==> config.mk <==
export PLATFORM = sky130hd
export DESIGN_NAME = booth_mult_seq
export DESIGN_NICKNAME = d
export VERILOG_FILES = /design/src/rtl/booth_mult_seq.sv
export SDC_FILE = /design/constraint.sdc
export NUM_CORES = 1
export LEC_CHECK = 0
export CAP_MARGIN = 0
export CORE_MARGIN = 5
export CORE_UTILIZATION = 45
export DETAILED_ROUTE_END_ITERATION = 8
export GPL_ROUTABILITY_DRIVEN = 1
export PLACE_DENSITY_LB_ADDON = 0.05
export SLEW_MARGIN = 10
export SYNTH_ARGS = -nofsm -noshare
export SYNTH_HDL_FRONTEND = slang
export SYNTH_SLANG_ARGS = --single-unit
==> constraint.sdc <==
create_clock -name clk -period 7.8 [get_ports clk]
set_clock_uncertainty 0.05 [all_clocks]
set_input_delay 1.95 -clock clk [delete_from_list [all_inputs] [get_ports clk]]
set_output_delay 1.95 -clock clk [all_outputs]
set_load 0.05 [all_outputs]
==> src/rtl/booth_mult_seq.sv <==
// Sequential radix-2 Booth multiplier, signed or unsigned per operation.
// Valid/ready operand intake, one Booth step per clock, held result.
module booth_mult_seq #(
  parameter  int WIDTH = 8,
  localparam int ITER  = WIDTH + 1,
  localparam int CW    = $clog2(WIDTH + 2)
) (
  input  logic               clk,
  input  logic               rst_n,
  input  logic               in_valid,
  output logic               in_ready,
  input  logic               op_signed,
  input  logic [WIDTH-1:0]   multiplicand,
  input  logic [WIDTH-1:0]   multiplier,
  output logic               out_valid,
  input  logic               out_ready,
  output logic [2*WIDTH-1:0] product,
  output logic               busy
);

  localparam int EW = WIDTH + 1;

  typedef enum logic [1:0] {
    IDLE = 2'd0,
    RUN  = 2'd1,
    DONE = 2'd2
  } state_t;

  state_t             state_q, state_d;
  logic [EW:0]        a_q, a_d;
  logic [EW-1:0]      q_q, q_d;
  logic               q1_q, q1_d;
  logic [EW-1:0]      m_q, m_d;
  logic [CW-1:0]      cnt_q, cnt_d;
  logic [2*WIDTH-1:0] prod_q, prod_d;

  logic [EW:0]   m_ext;
  logic [EW:0]   sum;
  logic [EW:0]   a_sh;
  logic [EW-1:0] q_sh;
  logic          q1_sh;
  logic          accept;
  logic          last;
  logic [EW-1:0] mcand_ext;
  logic [EW-1:0] mplier_ext;

  assign accept = (state_q == IDLE) && in_valid;
  assign last   = (state_q == RUN) && (cnt_q == CW'(1));

  // Extra top bit makes unsigned operands look like positive signed ones.
  assign mcand_ext  = {op_signed & multiplicand[WIDTH-1], multiplicand};
  assign mplier_ext = {op_signed & multiplier[WIDTH-1], multiplier};

  // One Booth step: conditional add/sub, then arithmetic shift.
  always_comb begin
    m_ext = {m_q[EW-1], m_q};
    sum   = a_q;
    unique case ({q_q[0], q1_q})
      2'b01:   sum = a_q + m_ext;
      2'b10:   sum = a_q - m_ext;
      default: sum = a_q;
    endcase
    a_sh  = {sum[EW], sum[EW:1]};
    q_sh  = {sum[0], q_q[EW-1:1]};
    q1_sh = q_q[0];
  end

  // State register
  always_ff @(posedge clk or negedge rst_n) begin
    if (!rst_n) begin
      state_q <= IDLE;
    end else begin
      state_q <= state_d;
    end
  end

  // Next-state logic
  always_comb begin
    state_d = state_q;
    unique case (state_q)
      IDLE:    if (in_valid) state_d = RUN;
      RUN:     if (last) state_d = DONE;
      DONE:    if (out_ready) state_d = IDLE;
      default: state_d = IDLE;
    endcase
  end

  // Outputs decoded from state
  always_comb begin
    in_ready  = 1'b0;
    out_valid = 1'b0;
    busy      = 1'b0;
    unique case (state_q)
      IDLE: in_ready = 1'b1;
      RUN:  busy = 1'b1;
      DONE: begin
        out_valid = 1'b1;
        busy      = 1'b1;
      end
      default: in_ready = 1'b0;
    endcase
  end

  // Datapath next-state
  always_comb begin
    a_d    = a_q;
    q_d    = q_q;
    q1_d   = q1_q;
    m_d    = m_q;
    cnt_d  = cnt_q;
    prod_d = prod_q;
    if (accept) begin
      a_d   = '0;
      q_d   = mplier_ext;
      m_d   = mcand_ext;
      q1_d  = 1'b0;
      cnt_d = CW'(ITER);
    end else if (state_q == RUN) begin
      a_d   = a_sh;
      q_d   = q_sh;
      q1_d  = q1_sh;
      cnt_d = cnt_q - CW'(1);
      if (last) begin
        prod_d = {a_sh[WIDTH-2:0], q_sh};
      end
    end
  end

  always_ff @(posedge clk or negedge rst_n) begin
    if (!rst_n) begin
      a_q    <= '0;
      q_q    <= '0;
      q1_q   <= 1'b0;
      m_q    <= '0;
      cnt_q  <= '0;
      prod_q <= '0;
    end else begin
      a_q    <= a_d;
      q_q    <= q_d;
      q1_q   <= q1_d;
      m_q    <= m_d;
      cnt_q  <= cnt_d;
      prod_q <= prod_d;
    end
  end

  assign product = prod_q;

endmodule

==> summary by stage, run 1 <==
Synth
The total standard cell area after synthesis is 0.00275 mm². The share of cell area taken by muxes after synthesis is 0.0995. The post-synthesis simple-gate area fraction is 0.139.

The netlist uses 40 different library cells. The post-synthesis sequential area ratio is 0.454. When the netlist entered floorplanning its net count stood at 324. Synthesis produced a netlist whose cell count is 286. The number of storage elements in the synthesis netlist is 50. The combinational family with the most area after synthesis is compound AO/OA/AOI/OAI gates. Of the total synthesized cell area, the portion taken by full adders, half adders and majority gates is 0.0800. Yosys printed 0 warnings.

Dividing the synthesized area by the synthesized cell count gives 9.63 µm². The share of the synthesized area in compound gates (AO/OA/AOI/OAI) is 0.141. The XOR/XNOR share of the synthesized area is 0.0477.

Worst setup path
On the critical path the largest part of the delay comes from simple AND/OR/NAND/NOR gates. Counting both buffers and inverters, the worst setup path holds a total of 1. The type of the setup path with the least slack is input pin to flop. The highest-delay cell along the critical path is nand4_1. For this run, the slowest stage of the critical path takes 0.85 ns. The element type at the critical path end is a flop.

At the worst endpoint, the arrival time is 4.19 ns. The top fanout value on the critical path is 22. For the worst setup path, the data required time is 7.93 ns. Traced cell by cell, the critical path runs through clkdlybuf4s50_1 -> nand2_1 -> nand4_1 -> mux2_2. The kind of start point of the critical path is an input pin.

Drt
The number of DRC violations after detailed-routing iteration 0 is 80. The number of DRC violations after detailed routing is 0. Dividing the detail-routed wire length by the instance count gives 13.5 µm. The number of optimization iterations in the first detailed-route pass is 4. The routed layout has 2056 vias. In this run the remaining antenna-violating nets after routing total 0. In the routed layout, each cell is associated on average with a via count of 5.17. The detailed-route wire length is 5.39 mm.

Clock tree
Buffers inserted during clock tree synthesis total 5. No sink is reached through more buffers than the 2 on the longest clock path. The clock net in this run drives a total of 50 sinks.

The clock latency at the later pin of the worst-skew pair is 0.29 ns. Buffers added to address setup during post-CTS repair amount to 0. TritonCTS built the clock tree. The clock transition at the register clock pins on the worst setup and hold paths after CTS is 0.09 ns. The tree is rooted in a clkbuf_8. The number of gates resized after CTS was 0. The number of buffers inserted for hold repair after clock tree synthesis is 0. CTS built an H-tree with a depth of 2.

Global routing
The global-route wire length before repair is 9.21 mm. The via count of the first global-routing pass is 1973. The number of antenna violations at the first check in global routing came to 0. The pin count of the biggest net entering global routing is 51. For this run, the total global-route usage over all layers was measured as 0.150. The total congestion overflow after global routing is 0.

STA
The final setup violation count is 0. The number of failing hold endpoints at the final stage is 0. Timing would allow up to 247 MHz. The worst-case setup margin in the final layout is 3.74 ns. The actual transition at the worst max-transition pin is 0.963 ns.

The headroom to the max-slew limit is 0.356. The number of pins with negative max-slew slack in the final report is 0. The final period utilization is 0.520. The post-route minimum period is 4.06 ns. Adding up every negative setup slack in the final design gives 0 ns. Setup repair after global routing left no endpoint under its margin.

Min path
The worst min-delay path category is flop to flop.

Die
The effective utilization at floorplan is 0.465. The I/O pin total is 40. The die covers 0.00778 mm². The horizontal die dimension is 88.2 µm. The core region is 0.00592 mm². The chip height is 88.2 µm. In this run the core area contains 28 standard-cell rows.

Place
The global placer's final weighted congestion is 0.766. The count of buffers inserted at the top-level ports is 39. Before CTS, the worst setup slack after placement is 3.36 ns.

Detailed placement finished with a half-perimeter wire length of 3.91 mm.

Flow run
The max-capacitance violation count is 0.

Cells and area
The area occupied by multi-input gates is 0.00140 mm². The number of antenna diodes is 0. The net count of the finished layout is 360.

Across the whole layout, storage elements account for 0.00125 mm². The area growth from synthesis to layout is 19.6%. In the final layout, the share of cells above drive strength 1 is 0.0805.

The fill cell instance count of the final layout is 558.

Run status
The flow ran to the end, and the final reports show no timing, DRC or antenna violations.
-- area by class of cell --
| type | instances | share of cell area |
|---|---|---|
| repair buffers | 42 | 0.124 |
| flip-flops and latches | 50 | 0.380 |
| clock buffers | 7 | 0.0262 |
| inverters | 14 | 0.0160 |
| clock inverters | 1 | 0.00152 |
| multi-input cells | 209 | 0.424 |
| well taps | 75 | 0.0285 |
-- flip-flops by register name, summed over array words and instances, names as in the netlist --
register and cells:
m_q 9, state_q 2, a_q 9, q_q 9, q1_q 1, cnt_q 4
product 16
-- cells by family after synthesis --
kind of cell               Yosys count
and+or+nand+nor                     85
AOI/OAI and AO/OA                   66
DFF                                 50
buffers and inverters               27
muxes                               26
adders and majority gates           17
xor gates and xnor gates            15
-- worst paths after layout --
check,start,to,slack [ns],cells past startpoint
min in group asynchronous,rst_n,state_q[0],1.70,2
min reg2reg,product[15],product[15],0.44,2
max reg2reg,q1_q,product[15],5.03,10
max,in_valid,product[5],3.74,4
min,product[15],product[15],0.44,2
max in group asynchronous,rst_n,m_q[4],5.59,2
-- stage by stage --
step	utilization	hold slack, ns	cells	area, µm²
floorplan	-	0.436	286	2750
global placement	0.541	0.413	390	3200
detailed placement	0.541	0.425	390	3200
CTS	0.556	0.446	398	3290
global route	0.556	0.480	398	3290
finish	0.556	0.436	398	3290
-- worst register-to-register path: cells and delay by family (launching register included) --
family,cells,cell delay [ns]
AO/OA/AOI/OAI,4,0.98
adder cells (fa/ha/maj),2,0.58
multiplexers,1,0.41
flip-flops,1,0.38
AND/OR/NAND/NOR,1,0.14
buffers and inverters,2,0.12
-- cells in the mapped netlist (all sizes together) --
master	count	area share
dfrtp	50	0.45
nand2	46	0.063
o21ai	29	0.053
a21oi	16	0.029
ha	16	0.073
nor2	16	0.022
mux2i	15	0.055
inv	14	0.019
xnor2	13	0.041
mux2	11	0.045
clkbuf	10	0.014
a211oi	5	0.014
nor2b	5	0.011
o21a	5	0.014
nand3	4	0.0073
nor3	4	0.0073
buf	3	0.0055
a21o	2	0.0055
nor4b	2	0.0086
o22ai	2	0.0045
or3	2	0.0064
xor2	2	0.0064
a211o	1	0.0032
a311o	1	0.0036
a31oi	1	0.0023
a41oi	1	0.0032
and2	1	0.0023
fa	1	0.0073
nand2b	1	0.0023
nand4	1	0.0023
nor3b	1	0.0027
nor4	1	0.0023
o2111ai	1	0.0032
o22a	1	0.0032
o31a	1	0.0032
or2	1	0.0023
-- per-layer routing --
layer | part of all wire | routed length (µm) | GRT usage | up-vias
met3 | 0.027 | 148 | 0.0317 | 4
met2 | 0.48 | 2570 | 0.233 | 29
met1 | 0.49 | 2640 | 0.210 | 963
met4 | 0.0063 | 34 | 0.0495 | 0
li1 | - | - | - | 1060
met5 | 0 | 0 | 0 | -
-- cells in the final DEF, fill, tap and decap left out, drive strengths merged, types with 11 or more instances in the layout --
cell type / netlist / final
a21oi: 16 / 16
clkdlybuf4s50: 0 / 38
dfrtp: 50 / 50
ha: 16 / 16
inv: 14 / 14
mux2: 11 / 11
mux2i: 15 / 15
nand2: 46 / 46
nor2: 16 / 16
o21ai: 29 / 29
xnor2: 13 / 13
Power of run 1 is not shown: default switching activity piles up to over one toggle a cycle in this logic, so the estimate is an artifact.
==> run 2: changes to the inputs <==
==> constraint.sdc (replaced) <==
create_clock -name clk -period 4.1 [get_ports clk]
set_clock_uncertainty 0.05 [all_clocks]
set_input_delay 1.025 -clock clk [delete_from_list [all_inputs] [get_ports clk]]
set_output_delay 1.025 -clock clk [all_outputs]
set_load 0.05 [all_outputs]
==> run 2 against run 1 <==
- global-route usage increased by 0.30 points
- register-to-register slack got worse by 3.7 ns
- final area increased by 0.76%
- sequential cell count unchanged
- via count increased by 1.6%
- worst setup slack got worse by 2.5 ns
- non-clock buffer count increased by 1
- cell count increased by 0.25%
- hold slack got worse by 0.00089 ns
- wire length increased by 3.2%
==> summary by stage, run 2 (synthesis gave the netlist of run 1 again) <==
Worst setup path
Counting cells, the worst reg-to-reg path comes to 11. The critical path data arrival time is 1.82 ns. The kind of start point of the critical path is a flop.

In this run the register-to-register setup slack is 1.36 ns. The largest individual stage delay along the critical path comes from the cell clkdlybuf4s50_1. The worst path required time is 3.02 ns. The top fanout value on the critical path is 5. The critical path runs through a total of 3 cells.

The worst setup path is of the flop to output pin kind. Walking the worst path, the cells encountered are inv_1 -> ha_1 -> clkdlybuf4s50_1. The reg-to-reg endpoint is a_q[5]. The family with the most delay on the worst path is buffers and inverters. In this design, the stage delay of the slowest critical-path cell is 0.82 ns. The critical path contains buffers and inverters numbering 2 combined. The launching point of the worst reg2reg path is q1_q. STA classifies the critical path endpoint as an output pin.

Die
The effective utilization at floorplan is 0.465. The chip height is 88.2 µm. In this run the standard cell core region covers 0.00592 mm². The I/O pin total is 40. The horizontal die dimension is 88.2 µm. The die covers 0.00778 mm². After floorplanning, the core was divided into 28 placement rows.

Min path
In this run the most critical hold path is launched from product[10]. The path with the worst hold slack has its endpoint at product[10]. The cell depth of the worst hold path is 2. The path class of the tightest hold or removal check is flop to flop.

Drt
The overall via count from detail_route is 2088. The first detailed-routing pass took 4 iterations. Once detail routing completed, the nets flagged for antenna violations numbered 0. After detailed routing, the average wire length per cell comes to 13.9 µm. The routed design has 5.56 mm of wire. The number of DRC violations after detailed-routing iteration 0 is 84. The number of vias per cell is 5.23. The number of DRC violations after detailed routing is 0.

STA
The clock period could shrink to 2.90 ns. The final period utilization is 0.707. The actual transition at the worst max-transition pin is 0.764 ns. Measured against its own limit, the worst slew margin works out to 0.491. The number of pins with negative max-slew slack in the final report is 0. The final setup violation count is 0. Setup repair after global routing left no endpoint under its margin. The number of failing hold endpoints at the final stage was 0. The aggregate negative setup slack is 0 ns. Hold timing on the final database bottoms out at a slack of 0.435 ns.

The highest clock frequency the design can meet is 345 MHz.

Global routing
Global routing finished with a remaining overflow of 0. The first global-routing pass estimated 9.34 mm of wire. The total routing usage reported by global routing is 0.153. The pin count of the biggest net entering global routing is 34. The number of antenna violations at the first check in global routing is 0. The via count of the first global-routing pass was 1985.

Flow run
The tool flagged a number of max-cap violations equal to 0.

Cells and area
The layout has 539 filler cells. Leaving out fill and tap cells, the most frequent cell in the layout is dfrtp_1. The flip-flop count of the largest register after layout is 16.

Once layout is done, the placed cells without fillers occupy 0.00332 mm². Summing all multi-input logic gate instances after layout gives 0.00140 mm². In the final layout, flip-flops and latches occupy 0.00125 mm². In the final layout, the share of cells above drive strength 1 is 0.0864. For this run, the share of the core covered by cells in the final layout is 0.561. The repair_antennas step left the layout with diodes totalling 0.

In the layout the commonest cells are dfrtp_1, nand2_1, clkdlybuf4s50_1. For this run, the post-layout net count is 361. Relative to the synthesized area, the layout overhead comes to 20.5%.

Clock tree
The clock reaches the later pin of the worst-skew pair after 0.30 ns. The clock tree buffer depth is 2. The H-tree generated during clock tree synthesis spans 2 levels. CTS placed an instance of clkbuf_8 at the clock tree root. After clock tree synthesis, the clock-pin slew on the worst setup and hold paths is 0.09 ns. The CTS tree is yes. The clock net in this run drives a total of 50 sinks. Counting the buffers created by CTS gives 5. Hold repair after CTS inserted 0 buffers. The total of cells resized after clock tree synthesis is 0. Buffers added to address setup during post-CTS repair amount to 0.

Place
The count of buffers inserted at the top-level ports is 39. The congestion estimate from routability-driven global placement came to 0.748. The detailed placement HPWL is 4.11 mm. The instance area at placement is 0.00321 mm².

Run status
The run finished with clean final reports.
-- run 2: changes by cell type in the layout (fill, tap and decap cells not counted) --
cell / previous run / this run
clkinv_2: 1 / 2
bufinv_16: 0 / 1
clkbuf_8: 6 / 5
clkbuf_1: 1 / 0
buf_4: 3 / 4
-- run 2: layer usage --
layer | part of all wire | GRT usage | up-vias | routed length (µm)
met5 | 0 | 0 | - | 0
met3 | 0.038 | 0.0345 | 6 | 211
met2 | 0.47 | 0.243 | 39 | 2640
met1 | 0.47 | 0.207 | 986 | 2620
li1 | - | - | 1057 | -
met4 | 0.016 | 0.0536 | 0 | 91
-- run 2: worst min-delay path, cell delays in order, from the launching register on --
cell and delay (ns):
dfrtp_1 0.35, nand2_1 0.04, o21ai_0 0.06
-- run 2: cell type report --
| class | instances | share of cell area |
|---|---|---|
| clock inverters | 3 | 0.0121 |
| inverters | 14 | 0.0158 |
| multi-input cells | 209 | 0.421 |
| well taps | 75 | 0.0283 |
| repair buffers | 43 | 0.125 |
| flip-flops and latches | 50 | 0.377 |
| clock buffers | 5 | 0.0207 |
-- run 2: worst max path at each step --
stage                          start    endpoint  slack (ns)
after CTS                 state_q[1]    in_ready        1.17
after floorplan               q_q[0]      a_q[5]        1.66
after detailed placement    in_valid  product[2]        1.23
final                     state_q[1]    in_ready        1.20
after global routing      state_q[0]    in_ready        1.10
after global placement      in_valid  product[5]        1.27
-- run 2: per-stage QoR --
stage                     setup slack [ns]  std cells
after floorplan                       1.66        286
after global placement                1.27        391
after detailed placement              1.23        391
after CTS                             1.17        399
after global routing                  1.10        399
final                                 1.20        399
Power of run 2 is left out for the same reason.
